===== src/rtl/nv_fifo_ctrl_rwsp_16x14_pkg.sv =====
// Shared sizing and payload types for the 16x14 flop-RAM FIFO controller.
package nv_fifo_ctrl_rwsp_16x14_pkg;

  localparam int unsigned FIFO_DEPTH = 16;
  localparam int unsigned FIFO_WIDTH = 14;
  localparam int unsigned FIFO_AW    = 4;
  localparam int unsigned FIFO_CW    = FIFO_AW + 1;
  localparam int unsigned PWR_W      = 32;

  typedef logic [FIFO_WIDTH-1:0] fifo_data_t;
  typedef logic [FIFO_AW-1:0]    fifo_addr_t;
  typedef logic [FIFO_CW-1:0]    fifo_cnt_t;

  // RAM write-port bundle
  typedef struct packed {
    logic       vld;
    fifo_addr_t addr;
    fifo_data_t data;
  } ram_wr_t;

endpackage


===== src/rtl/nv_fifo_rd_pipe.sv =====
// Two-stage read pipeline tracker for a RAM with a registered address and a
// registered output: generates address-latch and output-register enables.
module nv_fifo_rd_pipe (
  input  logic clk,
  input  logic rst,
  input  logic flush,
  input  logic i_avail,
  input  logic i_out_rdy,
  output logic o_re,
  output logic o_ore,
  output logic o_vld
);

  logic r_s1_vld;
  logic r_s2_vld;
  logic w_re;
  logic w_ore;

  // Advance a stage only when the stage downstream is free or draining
  always_comb begin
    w_ore = r_s1_vld & (~r_s2_vld | i_out_rdy);
    w_re  = i_avail & (~r_s1_vld | w_ore);
  end

  always_ff @(posedge clk or posedge rst) begin
    if (rst) begin
      r_s1_vld <= 1'b0;
      r_s2_vld <= 1'b0;
    end else if (flush) begin
      r_s1_vld <= 1'b0;
      r_s2_vld <= 1'b0;
    end else begin
      if (w_re)       r_s1_vld <= 1'b1;
      else if (w_ore) r_s1_vld <= 1'b0;
      if (w_ore)          r_s2_vld <= 1'b1;
      else if (i_out_rdy) r_s2_vld <= 1'b0;
    end
  end

  assign o_re  = w_re;
  assign o_ore = w_ore;
  assign o_vld = r_s2_vld;

endmodule


===== src/rtl/nv_fifo_ctrl_rwsp_16x14.sv =====
// Valid/ready FIFO controller sequencing an external 16x14 two-port RAM with
// registered read address and registered output.
module nv_fifo_ctrl_rwsp_16x14
  import nv_fifo_ctrl_rwsp_16x14_pkg::*;
(
  input  logic        clk,
  input  logic        rst,
  input  logic        flush,
  input  logic        wr_pvld,
  output logic        wr_prdy,
  input  logic [13:0] wr_pd,
  output logic        rd_pvld,
  input  logic        rd_prdy,
  output logic [13:0] rd_pd,
  output logic [4:0]  fifo_count,
  output logic [3:0]  ram_wa,
  output logic        ram_we,
  output logic [13:0] ram_di,
  output logic [3:0]  ram_ra,
  output logic        ram_re,
  output logic        ram_ore,
  input  logic [13:0] ram_dout,
  input  logic [31:0] pwrbus_ram_pd,
  output logic [31:0] ram_pwrbus_ram_pd
);

  fifo_addr_t r_wr_ptr;
  fifo_addr_t r_rd_ptr;
  fifo_cnt_t  r_count;
  fifo_cnt_t  r_unread;
  logic       r_wr_prdy;

  logic       w_push;
  logic       w_pop;
  logic       w_re;
  logic       w_ore;
  logic       w_rd_vld;
  logic       w_avail;
  fifo_cnt_t  w_count_nxt;
  fifo_cnt_t  w_unread_nxt;
  ram_wr_t    w_wr_port;

  always_comb begin
    w_push       = wr_pvld & r_wr_prdy;
    w_pop        = w_rd_vld & rd_prdy;
    w_avail      = (r_unread != '0);
    w_count_nxt  = r_count + FIFO_CW'(w_push) - FIFO_CW'(w_pop);
    w_unread_nxt = r_unread + FIFO_CW'(w_push) - FIFO_CW'(w_re);
  end

  // Entries stay counted until popped, so a slot is never reused while in flight
  always_ff @(posedge clk or posedge rst) begin
    if (rst) begin
      r_wr_ptr  <= '0;
      r_rd_ptr  <= '0;
      r_count   <= '0;
      r_unread  <= '0;
      r_wr_prdy <= 1'b0;
    end else if (flush) begin
      r_wr_ptr  <= '0;
      r_rd_ptr  <= '0;
      r_count   <= '0;
      r_unread  <= '0;
      r_wr_prdy <= 1'b0;
    end else begin
      if (w_push) r_wr_ptr <= r_wr_ptr + FIFO_AW'(1);
      if (w_re)   r_rd_ptr <= r_rd_ptr + FIFO_AW'(1);
      r_count   <= w_count_nxt;
      r_unread  <= w_unread_nxt;
      r_wr_prdy <= (w_count_nxt < FIFO_CW'(FIFO_DEPTH));
    end
  end

  nv_fifo_rd_pipe u_rd_pipe (
    .clk       (clk),
    .rst       (rst),
    .flush     (flush),
    .i_avail   (w_avail),
    .i_out_rdy (rd_prdy),
    .o_re      (w_re),
    .o_ore     (w_ore),
    .o_vld     (w_rd_vld)
  );

  always_comb begin
    w_wr_port.vld  = w_push;
    w_wr_port.addr = r_wr_ptr;
    w_wr_port.data = wr_pd;
  end

  assign ram_we            = w_wr_port.vld;
  assign ram_wa            = w_wr_port.addr;
  assign ram_di            = w_wr_port.data;
  assign ram_ra            = r_rd_ptr;
  assign ram_re            = w_re;
  assign ram_ore           = w_ore;
  assign rd_pvld           = w_rd_vld;
  assign rd_pd             = ram_dout;
  assign wr_prdy           = r_wr_prdy;
  assign fifo_count        = r_count;
  assign ram_pwrbus_ram_pd = pwrbus_ram_pd;

endmodule

===== config.mk =====
export PLATFORM = sky130hd
export DESIGN_NAME = nv_fifo_ctrl_rwsp_16x14
export DESIGN_NICKNAME = d
export VERILOG_FILES = /design/src/rtl/nv_fifo_ctrl_rwsp_16x14_pkg.sv /design/src/rtl/nv_fifo_rd_pipe.sv /design/src/rtl/nv_fifo_ctrl_rwsp_16x14.sv
export SDC_FILE = /design/constraint.sdc
export NUM_CORES = 1
export LEC_CHECK = 0
export CAP_MARGIN = 40
export CORE_ASPECT_RATIO = 0.9
export CORE_MARGIN = 2
export CORE_UTILIZATION = 33
export CTS_BUF_LIST = sky130_fd_sc_hd__clkbuf_4
export DETAILED_ROUTE_END_ITERATION = 12
export GPL_ROUTABILITY_DRIVEN = 0
export PLACE_DENSITY_LB_ADDON = 0.3
export RECOVER_POWER = 50
export SYNTH_ARGS = -nofsm -noshare
export SYNTH_HDL_FRONTEND = slang
export SYNTH_SLANG_ARGS = --single-unit

===== constraint.sdc =====
create_clock -name clk -period 3.5 [get_ports clk]
set_input_delay 0.7 -clock clk [delete_from_list [all_inputs] [get_ports clk]]
set_output_delay 0.7 -clock clk [all_outputs]
set_load 0.02 [all_outputs]

* Word-level counts from Yosys, hierarchy flattened
Index checks and enable logic that the tools add are counted.
** Word-level totals
- Register bits :: 21
- Input port bits :: 65
- Output and inout bits :: 78
- Word-level logic and storage cells :: 40
** Operators by class
- $add $sub $neg :: 6
- Magnitude comparators :: 1
- Multiplexer cells :: 13
- Bitwise logic cells :: 8
- Reductions and logical operators :: 5
** Operator list (count)
- $mux W4 :: 4
- $add A5 B1 Y5 :: 2
- $mux W5 :: 2
- $sub A5 B1 Y5 :: 2
- $add A4 B1 Y4 const B :: 2
- $mux W1 :: 7
- $reduce_bool A3 Y1 :: 2
- $lt A5 B5 Y1 const B :: 1
- $reduce_bool A5 Y1 :: 1
- $and A1 B1 Y1 :: 4
- $reduce_bool A2 Y1 :: 2
- $not A1 Y1 :: 2
- $or A1 B1 Y1 :: 2

* Depth between registers and ports, before layout
Gate-level depths: netlist of the first run.
- Depth after elaboration :: 7
- Mapped depth :: 13
- Depth with buffers taken out :: 13

* By module
A second synthesis of the first run with hierarchy kept.
** Unflattened totals
- Cells, all modules :: 182
- Area total of the unflattened synthesis :: 1665.3 um2
** Modules (own cells, without submodules)
- nv_fifo_ctrl_rwsp_16x14 :: times used 1, cells an instance 172, area each 1560.2 um2, seq. area each 475.5 um2
- nv_fifo_rd_pipe :: times used 1, cells an instance 10, area each 105.1 um2, seq. area each 50.0 um2

* Least setup slack after synthesis of the first run
No wires, ideal clock.
- Kind :: input-to-reg
- Start point :: input port rd_prdy
- End point :: register r_unread[4]
- Library setup time :: 0.135 ns
- Arrival time :: 2.420 ns
- Slack :: 0.945 ns
- Cell stages on the path :: 11
- Buffers on the path :: 0
- Cell sequence :: nor2b_1 > a21oi_2 > ha_1 > inv_1 > ha_1 > inv_1 > fa_1 > nor2b_1 > o21bai_1 > a21oi_1 > nor3b_1
** On the way
- Cells in the longest elaborated chain, start to end :: 6
** RTL lines
- start, declared :: RTL line nv_fifo_ctrl_rwsp_16x14.sv:13 : input logic rd_prdy,
- $or A1 B1 Y1 :: RTL line nv_fifo_rd_pipe.sv:21 : w_ore = r_s1_vld & (~r_s2_vld | i_out_rdy);
- $and A1 B1 Y1 :: RTL line nv_fifo_rd_pipe.sv:21
- $or A1 B1 Y1 :: RTL line nv_fifo_rd_pipe.sv:22 : w_re = i_avail & (~r_s1_vld | w_ore);
- $and A1 B1 Y1 :: RTL line nv_fifo_rd_pipe.sv:22
- via ram_re :: RTL line nv_fifo_ctrl_rwsp_16x14.sv:20 : output logic ram_re,
- $sub A5 B1 Y5 :: RTL line nv_fifo_ctrl_rwsp_16x14.sv:48 : w_unread_nxt = r_unread + FIFO_CW'(w_push) - FIFO_CW'(w_re);
- $mux W5 :: RTL line nv_fifo_ctrl_rwsp_16x14.sv:59 : end else if (flush) begin
- end signal, assigned :: RTL line nv_fifo_ctrl_rwsp_16x14.sv:69 : r_unread <= w_unread_nxt;
- end, declared :: RTL line nv_fifo_ctrl_rwsp_16x14.sv:30 : fifo_cnt_t r_unread;
The timed path passes the listed nets, and every way through them passes these cells.
A chain may end at the register's enable or synchronous reset.

* Worst setup path in the final report of the first run
- Start point :: register r_unread[2]
- End point :: register r_unread[4]
** On the way
- Cells in the longest elaborated chain, start to end :: 4
** RTL lines (RTL line)
- branches (longest 2 deep; another with $add A5 B1 Y5)
- $sub A5 B1 Y5 (*) :: nv_fifo_ctrl_rwsp_16x14.sv:48
- $mux W5 (*) :: nv_fifo_ctrl_rwsp_16x14.sv:59
Every way passes the cells marked *.

==> flow_summary.json, run 1 <==
{
  "yosysUniqueCellTypes": 26,
  "syn_area_sq_mm": 0.00163,
  "peakVddDrop_mv": 0.200,
  "final.period_utilization": 0.845,
  "via_per_inst": 4.37,
  "clkLatencyLatePin_ns": 0.30,
  "path_clk_slew_ns": 0.12,
  "wl_per_cell_um": 12.3,
  "io_pins": 143,
  "pwr-share-seq": 0.323,
  "cts_resized": 0,
  "fillers": 506,
  "slew_viol_final": 0,
  "critPathLaunch": "r_unread[2]",
  "drc": 0,
  "total_leakage_power_nw": 0.696,
  "path_class": "reg2reg",
  "synthCells": 174,
  "syn_nets": 254,
  "crit_required_ns": 3.66,
  "cts_num_sinks": 21,
  "clk_path_buf_depth": 2,
  "yosys_warnings": 0,
  "setup_viol": 0,
  "critPathArrivalTime_ns": 3.12,
  "fin_setup_tns_ns": 0,
  "min_from": "ram_ra[3]",
  "htreeDepth": 1,
  "synth_compound_area_frac": 0.0422,
  "die-area_sq_mm": 0.00552,
  "initial_core_util": 0.339,
  "core_sq_mm": 0.00480,
  "ant_nets": 0,
  "cts_made_buffers": 3,
  "worst-path-max-fanout": 4,
  "area_delta_synth_final_pct": -7.67,
  "grt_overflow_total": 0,
  "min_period_ns": 2.96,
  "die_w_um": 78.1,
  "hold_violations": 0,
  "final_cell_mix": "21 x dfrtp_1, 21 x clkdlybuf4s50_1, 15 x inv_1, 14 x nor2_1, 13 x ha_1",
  "hp-class": "reg2reg",
  "async_flop_share": 1.00,
  "switching_power_w": 0.000482,
  "cts_hold_buf": 0,
  "rr_startpoint": "r_unread[2]",
  "cts_root_buf": "clkbuf_4",
  "dpl.cell_count": 200,
  "power.share.clock": 0.099,
  "yosys.area_share.simple": 0.125,
  "ys_seq_area_frac": 0.322,
  "skew_ns": 0.00152,
  "dpl.hpwl_um": 1910,
  "finalPower_w": 0.00118,
  "end_kind": "register",
  "synth_top_family_by_area": "buffers and inverters",
  "synth-main-ff-cell": "dfrtp_1",
  "syn_area_per_cell_sq_um": 9.37,
  "p_comb_frac": 0.578,
  "antenna_found_initial": 0,
  "max_freq_mhz": 338,
  "synth_mux_area_frac": 0.00614,
  "grt_pass1_vias": 943,
  "final_nets": 220,
  "dieHeight_um": 70.7,
  "crit_path_start_kind": "register",
  "cap_violations": 0,
  "fin_cells": 204,
  "cts_setup_buffers": 0,
  "rows": 24,
  "rsz0062_at_grt": "false",
  "first_pass_iters": 4,
  "powerDensity_mw_per_mm2": 782,
  "p_int_w": 0.000694,
  "vias": 892,
  "synth_edf_count": 0,
  "p_sw_frac": 0.410,
  "drt-total-wl_um": 2500,
  "synth_seq_cells": 21,
  "grt_pass1_wl_um": 4250,
  "synth_fa_ha_area_frac": 0.124,
  "cts_tree": "yes",
  "grt_max_degree": 22,
  "synth_xor_xnor_area_share": 0.0645,
  "regToRegSetupSlack_ns": 0.54,
  "tightest_slew_ns": 0.831,
  "track_usage": 0.0974,
  "status": "finished, final reports clean",
  "hold_slack_ns": 0.557,
  "drtIter0Drc": 34,
  "port_buffers": 22,
  "drive_gt1_frac": 0.0576,
  "slew_headroom": 0.444,
  "antenna_cells": 0
}
## power by group through the flow
stage               combinational (W)  sequential, W  clock (W)
finish                       0.000681       0.000380   0.000117
global placement             0.000658       0.000384          0
detailed placement           0.000685       0.000387          0
CTS                          0.000690       0.000382   0.000127
global route                 0.000767       0.000394   0.000136
floorplan                    0.000530       0.000423          0
## Yosys cell counts, types with 2 or more instances
library cell / number / area (sq um)
a21o_1: 3 / 22.5
dfrtp_1: 21 / 526
xnor2_1: 6 / 52.6
nor2_1: 14 / 52.6
nand2_1: 4 / 15.0
buf_4: 60 / 450
fa_1: 2 / 40.0
ha_1: 13 / 163
nor2b_1: 8 / 50.1
a21oi_1: 6 / 30.0
inv_1: 15 / 56.3
nand3_2: 2 / 20.0
xor2_1: 6 / 52.6
clkbuf_1: 2 / 7.51
## cells by family after synthesis
| kind of cell | count (synthesis) |
|---|---|
| xor+xnor | 12 |
| flops | 21 |
| mux | 1 |
| compound gates | 11 |
| fa+ha+maj | 15 |
| buf+inv | 77 |
| simple gates | 37 |
## stage by stage
step | utilization | cell area, sq um | setup slack [ns]
global placement | 0.307 | 1470 | 0.454
floorplan | - | 1630 | 0.945
global route | 0.313 | 1510 | 0.228
detailed placement | 0.310 | 1490 | 0.347
finish | 0.313 | 1510 | 0.543
CTS | 0.316 | 1520 | 0.560
## critical path: stages (launching register included)
cell,delay [ns]
dfrtp_1,0.41
inv_1,0.09
ha_1,0.17
nor4b_1,0.51
a21oi_2,0.14
ha_1,0.32
inv_1,0.06
ha_1,0.15
inv_1,0.05
fa_1,0.38
nor2b_1,0.17
o21bai_1,0.11
a21oi_1,0.20
nor3b_1,0.07
## final timing paths
kind                              endpoint  cells past startpoint
max                            r_unread[4]                     13
min                              ram_ra[3]                      2
max reg2reg                    r_unread[4]                     13
min reg2reg                      ram_ra[3]                      2
max in group asynchronous  u_rd_pipe.o_vld                      3
min in group asynchronous    fifo_count[4]                      2
## cell type report
cell class / instances / area [sq um] / share of cell area
multi-input combinational: 76 / 591 / 0.392
sequential: 21 / 526 / 0.349
timing repair buffer: 23 / 224 / 0.149
tap: 65 / 81.3 / 0.0540
inverter: 15 / 56.3 / 0.0374
clock buffer: 3 / 22.5 / 0.0150
clock inverter: 1 / 5.00 / 0.00333
## state kept, by name (all words and copies together) (netlist names)
signal / cells
r_unread: 5
wr_prdy: 1
u_rd_pipe.o_vld: 1
fifo_count: 5
ram_wa: 4
u_rd_pipe.r_s1_vld: 1
ram_ra: 4
## per-layer routing
metal | global-route usage | routed length, um
met1 | 0.115 | 1080
met2 | 0.148 | 1200
met3 | 0.0383 | 174
met4 | 0.0624 | 51
met5 | 0 | 0
(Power assumes the default switching activity.)
==> inputs of run 2 (changes only) <==
--- a/config.mk
+++ b/config.mk
@@ -8,7 +8,7 @@
 export CAP_MARGIN = 40
 export CORE_ASPECT_RATIO = 0.9
 export CORE_MARGIN = 2
-export CORE_UTILIZATION = 33
+export CORE_UTILIZATION = 29
 export CTS_BUF_LIST = sky130_fd_sc_hd__clkbuf_4
 export DETAILED_ROUTE_END_ITERATION = 12
 export GPL_ROUTABILITY_DRIVEN = 0
==> constraint.sdc (replaced) <==
create_clock -name clk -period 2.4 [get_ports clk]
set_input_delay 0.48 -clock clk [delete_from_list [all_inputs] [get_ports clk]]
set_output_delay 0.48 -clock clk [all_outputs]
set_load 0.02 [all_outputs]
==> flow_summary.json, run 2 (same netlist as run 1, synthesis figures left out) <==
{
  "path_class": "reg2reg",
  "place_area_sq_mm": 0.00161,
  "vias": 951,
  "io_pins": 143,
  "cp_num_buf_inv": 3,
  "hp-class": "reg2reg",
  "slew_viol_final": 0,
  "cts_made_buffers": 3,
  "critPathTopFamily": "adder cells",
  "core_sq_mm": 0.00535,
  "cap_violations": 0,
  "rsz0062_at_grt": "true",
  "cp.depth": 13,
  "max_freq_mhz": 416,
  "max_stage_delay_ns": 0.41,
  "final_common_cell": "dfrtp_1",
  "clk_path_buf_depth": 2,
  "end_kind": "register",
  "initial_core_util": 0.305,
  "critPathSlowestCell": "dfrtp_1",
  "timing.final.ws_setup_ns": -0.00207,
  "total_leakage_power_nw": 0.806,
  "critPathArrivalTime_ns": 2.60,
  "hold_slack_ns": 0.558,
  "drt-total-wl_um": 2810,
  "path_cells": "inv_2, ha_4, nor4b_4, a21oi_4, ha_4, inv_2, ha_4, inv_2, fa_2, nor2b_4, o21bai_1, a21oi_1, nor3b_2",
  "violations": "setup timing",
  "reg2regPathDepth": 13,
  "hold_violations": 0,
  "finalPower_w": 0.00207,
  "htreeDepth": 1,
  "track_usage": 0.0958,
  "peakVddDrop_mv": 0.311,
  "cts_root_buf": "clkbuf_4",
  "min_period_ns": 2.40,
  "drive_gt1_frac": 0.252,
  "powerDensity_mw_per_mm2": 1200,
  "clkLatencyLatePin_ns": 0.30,
  "die_w_um": 83.0,
  "port_buffers": 22,
  "grt_pass1_vias": 1022,
  "ant_nets": 0,
  "drc": 0,
  "first_pass_iters": 4,
  "fin_setup_tns_ns": -0.00207,
  "final_nets": 236,
  "die-area_sq_mm": 0.00624,
  "dpl.cell_count": 214,
  "final_cell_mix": "21 x dfrtp_1, 18 x clkdlybuf4s50_1, 16 x buf_4, 14 x nor2_1, 11 x inv_1",
  "via_per_inst": 4.28,
  "skew_ns": 0.000804,
  "wl_per_cell_um": 12.7,
  "tightest_slew_ns": 1.23,
  "grt_pass1_wl_um": 4780,
  "area_delta_synth_final_pct": 5.53,
  "crit_path_start_kind": "register",
  "status": "finished with violations",
  "final.period_utilization": 1.00,
  "dieHeight_um": 75.1,
  "final_area_sq_mm": 0.00172,
  "whs_path_depth": 2,
  "grt_overflow_total": 0,
  "drtIter0Drc": 51,
  "rows": 25,
  "slew_headroom": 0.179,
  "fillers": 539,
  "cts_num_sinks": 21,
  "worst-path-max-fanout": 2,
  "antenna_found_initial": 0,
  "path_clk_slew_ns": 0.12,
  "crit_required_ns": 2.60,
  "antenna_cells": 0,
  "cts_tree": "yes",
  "dpl.hpwl_um": 2010,
  "grt_max_degree": 22,
  "fin_cells": 222,
  "setup_viol": 1
}
[run 2: stage by stage]
stage,worst slack (ns),utilization
after global placement,-0.341,0.300
after floorplan,0.00803,-
after detailed placement,-0.406,0.300
after CTS,-0.0680,0.311
final,-0.00207,0.322
after global routing,-0.147,0.322
[run 2: final timing paths]
path | end | start | slack [ns]
setup / recovery | r_unread[4] | r_unread[3] | -0.002
hold / removal | ram_ra[3] | ram_ra[3] | 0.56
setup reg to reg | r_unread[4] | r_unread[3] | -0.002
hold reg to reg | ram_ra[3] | ram_ra[3] | 0.56
max in group asynchronous | ram_ra[2] | rst | 0.68
min in group asynchronous | fifo_count[3] | rst | 1.00
[run 2: power by group]
group	total, W	internal (W)	switching (W)
Sequential	0.000554	0.000459	0.0000947
Combinational	0.00133	0.000717	0.000609
Clock	0.000188	0.0000761	0.000112
Total	0.00207	0.00125	0.000815
[run 2: tightest hold or removal path: cells and delay by family, from the launching register on]
kind | cells | cell delay, ns
xor+xnor | 1 | 0.07
simple gates | 1 | 0.08
flops | 1 | 0.38
[run 2: area by class of cell]
class                           count  area, sq um  share of cell area
Multi-Input combinational cell     76          681               0.396
Sequential cell                    21          526               0.305
Timing Repair Buffer               39          344               0.200
Tap cell                           67         83.8              0.0487
Inverter                           15         56.3              0.0327
Clock buffer                        4         30.0              0.0175
[run 2: routing by layer]
layer / up-vias / GRT usage / routed length (um)
li1: 446 / - / -
met1: 467 / 0.106 / 1150
met2: 32 / 0.172 / 1440
met3: 6 / 0.0296 / 173
met4: 0 / 0.0474 / 38
met5: - / 0 / 0
[run 2: repair_timing]
item                                   4_1_cts  5_1_grt
gates resized for setup                      7        9
pin swaps                                    3        7
cloned                                       0        0
endpoints found under the hold margin        0        0
setup buffers                                2        2
hold buffers                                 0        0
setup endpoints to repair                    3        5
